### src/rtl/dmem_arbiter.sv
// dmem_arbiter: round-robin sharing of a single-port 1-cycle SRAM between two requesters
module dmem_arbiter #(
  parameter int ADDR_W = 32,
  parameter int DATA_W = 32,
  parameter int MEM_DEPTH = 64,
  localparam int SW = DATA_W / 8,
  localparam int AW = $clog2(MEM_DEPTH)
) (
  input  logic              clk,
  input  logic              rst_n,
  input  logic              m0_req_valid,
  output logic              m0_req_ready,
  input  logic              m0_we,
  input  logic [ADDR_W-1:0] m0_addr,
  input  logic [DATA_W-1:0] m0_wdata,
  input  logic [SW-1:0]     m0_wstrb,
  output logic              m0_rsp_valid,
  output logic [DATA_W-1:0] m0_rdata,
  output logic              m0_rsp_err,
  input  logic              m1_req_valid,
  output logic              m1_req_ready,
  input  logic              m1_we,
  input  logic [ADDR_W-1:0] m1_addr,
  input  logic [DATA_W-1:0] m1_wdata,
  input  logic [SW-1:0]     m1_wstrb,
  output logic              m1_rsp_valid,
  output logic [DATA_W-1:0] m1_rdata,
  output logic              m1_rsp_err,
  output logic              mem_en,
  output logic              mem_we,
  output logic [AW-1:0]     mem_addr,
  output logic [DATA_W-1:0] mem_wdata,
  output logic [SW-1:0]     mem_wstrb,
  input  logic [DATA_W-1:0] mem_rdata
);
  typedef enum logic [1:0] {IDLE, ISSUE, RESP} state_t;
  state_t state, state_nx;
  logic last_grant, id, acc, oor, iss, rsp;
  logic l_id, l_we, l_err;
  logic [AW-1:0] l_addr;
  logic [DATA_W-1:0] l_wdata, rdata_r;
  logic [SW-1:0] l_wstrb;
  logic [ADDR_W-1:0] idx;
  // grant selection, range check and all outputs; ready is masked while reset is held so every output is 0
  always_comb begin
    id = (m0_req_valid & m1_req_valid) ? ~last_grant : ~m0_req_valid;
    acc = (state == IDLE) & (m0_req_valid | m1_req_valid) & rst_n;
    idx = (id ? m1_addr : m0_addr) >> 2;
    oor = idx >= ADDR_W'(MEM_DEPTH);
    state_nx = state == IDLE ? (acc ? (oor ? RESP : ISSUE) : IDLE) : state == ISSUE ? RESP : IDLE;
    iss = state == ISSUE;
    rsp = state == RESP;
    m0_req_ready = acc & ~id;
    m1_req_ready = acc & id;
    mem_en = iss;
    mem_we = iss & l_we;
    mem_addr = iss ? l_addr : '0;
    mem_wdata = iss ? l_wdata : '0;
    mem_wstrb = (iss & l_we) ? l_wstrb : '0;
    rdata_r = (rsp & ~l_we & ~l_err) ? mem_rdata : '0;
    m0_rsp_valid = rsp & ~l_id;
    m1_rsp_valid = rsp & l_id;
    m0_rsp_err = rsp & ~l_id & l_err;
    m1_rsp_err = rsp & l_id & l_err;
    m0_rdata = l_id ? '0 : rdata_r;
    m1_rdata = l_id ? rdata_r : '0;
  end
  // state register; reset drops any in-flight transaction
  always_ff @(posedge clk or negedge rst_n) begin
    if (!rst_n) state <= IDLE;
    else state <= state_nx;
  end
  // capture the winning request and remember who was served for round-robin
  always_ff @(posedge clk or negedge rst_n) begin
    if (!rst_n) begin
      last_grant <= 1'b1;
      l_id <= 1'b0;
      l_we <= 1'b0;
      l_err <= 1'b0;
      l_addr <= '0;
      l_wdata <= '0;
      l_wstrb <= '0;
    end else if (acc) begin
      last_grant <= id;
      l_id <= id;
      l_we <= id ? m1_we : m0_we;
      l_err <= oor;
      l_addr <= idx[AW-1:0];
      l_wdata <= id ? m1_wdata : m0_wdata;
      l_wstrb <= id ? m1_wstrb : m0_wstrb;
    end
  end
endmodule

### config.mk
export PLATFORM = sky130hd
export DESIGN_NAME = dmem_arbiter
export DESIGN_NICKNAME = d
export VERILOG_FILES = /design/src/rtl/dmem_arbiter.sv
export SDC_FILE = /design/constraint.sdc
export NUM_CORES = 1
export LEC_CHECK = 0
export CORE_AREA = 4 4 110 112
export DETAILED_ROUTE_END_ITERATION = 10
export DIE_AREA = 0 0 114 116
export PLACE_DENSITY = 0.85
export SYNTH_ARGS = -nofsm -noshare
export SYNTH_HDL_FRONTEND = slang
export SYNTH_SLANG_ARGS = --single-unit
### constraint.sdc
create_clock -name clk -period 3 [get_ports clk]
set_input_delay 0.75 -clock clk [delete_from_list [all_inputs] [get_ports clk]]
set_output_delay 0.75 -clock clk [all_outputs]
set_load 0.02 [all_outputs]
* Word-level counts from Yosys, hierarchy flattened
Index checks and enable logic that the tools add are counted.
** Word-level totals
- Output and inout port bits :: 114
- Bits in registers :: 48
** Operators by class
- $lt $le $gt $ge :: 1
- Reductions and logical operators :: 1
- Muxes and demuxes :: 15
- Equality and inequality tests :: 2
- Bitwise gates (word level) :: 19
** Operator list (count)
- 2-to-1 mux 32 bit :: 6
- greater-or-equal comparator 30 x 7 -> 1 bit, second input constant :: 1
- AND 1 bit :: 12
- 2-to-1 mux 2 bit :: 4
- 2-to-1 mux 4 bit :: 2
- 2-to-1 mux 6 bit :: 1
- inverter 1 bit :: 6
- == test 2 x 1 -> 1 bit, second input constant :: 1
- == test 2 bit, second input constant :: 1
- logical NOT 2 bit :: 1
- 2-to-1 mux 1 bit :: 2
- bitwise OR 1 bit :: 1

* Depth between registers and ports, before layout
- Depth after elaboration :: 7
- Gate-level depth with buffers :: 6

* Least setup slack after synthesis
OpenSTA, ideal clock, no wires.
- Path type :: input to output
- From :: input port m1_req_valid
- To :: output port m0_req_ready
- Data arrival time :: 1679 ps
- Data required time :: 2250 ps
- Path buffers :: 2
- Setup slack :: 571 ps
- Stages :: 5
- Path through :: and2b_1 -> nand2b_1 -> buf_6 -> buf_6 -> nor2_1
** On the way
- Longest elaborated chain between the ends :: 4
- Elaborated cells between the ends (all ways) :: 7
- Classes of those cells :: mux: 1; bitwise: 6
** Ends and longest elaborated chain
- from (decl) :: line 20 : input logic m1_req_valid,
- bitwise OR 1 bit / AND 1 bit (equally long branches) :: line 47, 46
- AND 1 bit / 2-to-1 mux 1 bit (equally long branches) :: line 47, 46
- AND 1 bit / inverter 1 bit (equally long branches) :: line 47, 53
- AND 1 bit * :: line 53 : m0_req_ready = acc & ~id;
- to (decl) :: line 12 : output logic m0_req_ready,
Every way passes the cells marked *; elsewhere a longest branch is shown, timed or not.

* Worst setup path in the final report
- From :: register state[0]
- To :: output port m1_rdata[21]
** On the way
- Longest elaborated chain between the ends :: 5
** Ends and longest elaborated chain
- from (decl) :: line 37 : state_t state, state_nx;
- from (signal assigned) :: line 71 : else state <= state_nx;
- == test 2 bit :: line 52 : rsp = state == RESP;
- AND 1 bit (2 in a row) :: line 60 : rdata_r = (rsp & ~l_we & ~l_err) ? mem_rdata : '0;
- 2-to-1 mux 32 bit :: line 60
- 2-to-1 mux 32 bit :: line 66 : m1_rdata = l_id ? rdata_r : '0;
- to (decl) :: line 27 : output logic [DATA_W-1:0] m1_rdata,
Every way passes these cells.

==> flow_metrics.py <==
metrics = {
    "status": {
        "status": "completed",
    },
    "timing": {
        "worstMarginPinSlew_ns": 0.794,
        "hold_violations": 0,
        "relSlewSlack": 0.470,
        "fmax_mhz": 346,
        "post-route-min-period_ns": 2.89,
        "setup_viol": 0,
        "holdWs_ns": 0.475,
        "final_max_slew_viol_count": 0,
        "clock_skew_ns": 0.00712,
        "fin_crit_sh": 0.962,
    },
    "clock_network": {
        "cts_tree": "yes",
        "htree_levels": 2,
        "cts_buffers": 5,
        "cts.sinks": 48,
        "clk_pin_slew_ns": 0.06,
        "clockBufferDepth": 2,
        "cts_hold_buf": 0,
        "insertion_delay_ns": 0.29,
        "ctsRootBufferMaster": "clkbuf_16",
    },
    "synthesis": {
        "synth_top_area_cell": "dfrtp_1",
        "synth_cell_type_count": 27,
        "ys_async_sr_fraction": 1.00,
        "yosys-top-cells-count": "107 x and2_1, 47 x dfrtp_1, 44 x nand2_1, 44 x o21ai_1, 43 x mux2i_1",
        "netlist_area_sq_um": 3120,
        "postSynthCellCount": 349,
        "synth.avg_cell_area_sq_um": 8.94,
        "synth_flop_cell": "dfrtp_1",
        "synth-seq-cells": 48,
        "yosysTopAreaCellShare": 0.377,
        "yosysMostFrequentCell": "and2_1",
        "synth_edf_count": 0,
        "synthTopCellsByArea": "dfrtp_1 38%, and2_1 21%, mux2i_1 14%, o21ai_1 7.1%, nand2_1 5.3%",
        "yosys_warnings": 0,
        "synth.net_count": 523,
        "yosysSeqAreaShare": 0.385,
    },
    "cells_and_area": {
        "fillers": 965,
        "final_area_sq_um": 6320,
        "multi_input_area_sq_um": 1770,
        "syn2layout_area_growth_pct": 102,
        "seq_area_sq_um": 1200,
        "layout.nets": 801,
        "drive_gt1_frac": 0.0494,
        "insertedDiodeCount": 0,
    },
    "placed_design": {
        "dpl_cell_area_sq_um": 6080,
        "hpwl_mm": 10.1,
        "port_buffers": 283,
        "routabilityCongestion": 0.867,
    },
    "route": {
        "drtIter0Drc": 110,
        "dr.pass1.iters": 4,
        "vias_per_cell": 4.45,
        "postRouteWirelength_mm": 12.2,
        "drcViolationCount": 0,
        "antenna_left": 0,
        "num_vias": 3429,
        "wl_per_cell_microns": 15.8,
    },
    "critical_path": {
        "path_common_cell": "nor3b_4",
        "end_kind": "primary output",
        "max_stage_delay_ns": 0.61,
        "worstPathCellList": "nor3b_4 > nor3b_4 > buf_6 > and2_1 > clkdlybuf4s50_1",
        "cp_max_fo": 32,
        "worst-path-stages": 5,
        "path_class": "flip-flop to primary output",
        "cp_data_arrival_time_ns": 2.14,
        "start_kind": "flip-flop",
        "reg2reg_depth": 5,
        "crit_family": "buffers and inverters",
        "crit_buf_inv": 2,
        "cpMaxStageDelayCell": "clkdlybuf4s50_1",
        "cp.required_ns": 2.25,
    },
    "global_route": {
        "globalRoute.totalOverflow": 0,
        "grt_max_degree": 91,
        "first_global_vias": 3579,
        "grt_util_all_layers": 0.171,
        "grt_pass1_wl_mm": 18.0,
        "antenna_found_initial": 0,
    },
    "worst_hold_path": {
        "hp-class": "flip-flop to flip-flop",
        "whs_path_depth": 2,
    },
    "floorplan": {
        "num_io_pins": 288,
        "start_util": 0.278,
        "core_area_sq_um": 11200,
        "die_area_sq_um": 13200,
        "die_w_microns": 114,
        "die_y_microns": 116,
        "rows": 39,
    },
    "power_and_ir_drop": {
        "peakVddDrop_uv": 214,
        "leakagePower_nw": 3.30,
        "p_per_area_nw_per_um2": 314,
    },
    "flow_run": {
        "max-cap-violations": 0,
    },
}
==> flip-flops by register name, indices dropped and copies added, names as in the netlist <==
name,count
l_wdata,32
l_addr,6
l_wstrb,4
state,2
l_err,1
l_id,1
l_we,1
last_grant,1
==> cell type report <==
cell class / count / area share
repair buffers: 296 / 0.477
multi-input cells: 274 / 0.279
flip-flops and latches: 48 / 0.190
well taps: 143 / 0.0283
clock buffers: 5 / 0.0198
clock inverters: 3 / 0.00356
inverters: 2 / 0.00119
==> worst paths after layout <==
kind | startpoint | to | slack, ns
max | state[0] | m1_rdata[21] | 0.11
min | l_wdata[27] | l_wdata[27] | 0.48
max reg2reg | last_grant | l_wdata[1] | 1.19
min reg2reg | l_wdata[27] | l_wdata[27] | 0.48
max in group asynchronous | rst_n | l_wdata[1] | 1.91
min in group asynchronous | rst_n | state[0] | 0.66
==> logic make-up after synthesis <==
kind of cell	synth area share
buffers and inverters	0.0533
muxes	0.138
DFF	0.385
AOI/OAI and AO/OA	0.0862
and+or+nand+nor	0.337
==> routing by layer <==
| metal | share of wire | up-vias | global-route usage |
|---|---|---|---|
| li1 | - | 1721 | - |
| met1 | 0.35 | 1520 | 0.178 |
| met2 | 0.53 | 175 | 0.331 |
| met3 | 0.10 | 13 | 0.0574 |
| met4 | 0.011 | 0 | 0.0388 |
| met5 | 0 | - | 0 |
==> worst min-delay path: stages, from the launching register on <==
cell and delay (ns):
dfrtp_1 0.33, nand2_1 0.05, o21ai_1 0.06
==> cell usage in the layout (no fill, tap or decap), drive strengths merged, types with 5 or more instances in the layout <==
cell type / count
clkdlybuf4s50: 245
and2: 107
dfrtp: 47
nand2: 44
o21ai: 44
mux2i: 43
dlymetal6s2s: 35
buf: 14
nor4: 12
clkbuf: 5
==> stage by stage <==
step	setup slack (ns)	total power, W	setup TNS [ns]	utilization	cells
3_5_place_dp	-0.0883	0.00146	-0.105	0.542	763
4_1_cts	0.0200	0.00202	0	0.555	771
5_1_grt	-0.0112	0.00210	-0.0124	0.563	771
6_report	0.113	0.00199	0	0.563	771
3_3_place_gp	-0.0523	0.00143	-0.0523	0.542	763
2_1_floorplan	0.571	0.00110	0	-	349
==> power breakdown <==
group	switching [W]	internal (W)	leakage, nW	total [W]
Sequential	0.0000638	0.000762	0.590	0.000826
Clock	0.000244	0.000312	0.0742	0.000556
Combinational	0.000244	0.000361	2.64	0.000605
Total	0.000552	0.00143	3.30	0.00199
==> timing repair <==
action / in CTS / in global routing
setup endpoints to repair: 3 / 37
setup buffers: 0 / 0
resized for setup: 3 / 36
pin swaps: 0 / 0
Power figures use the tool's default switching activity.
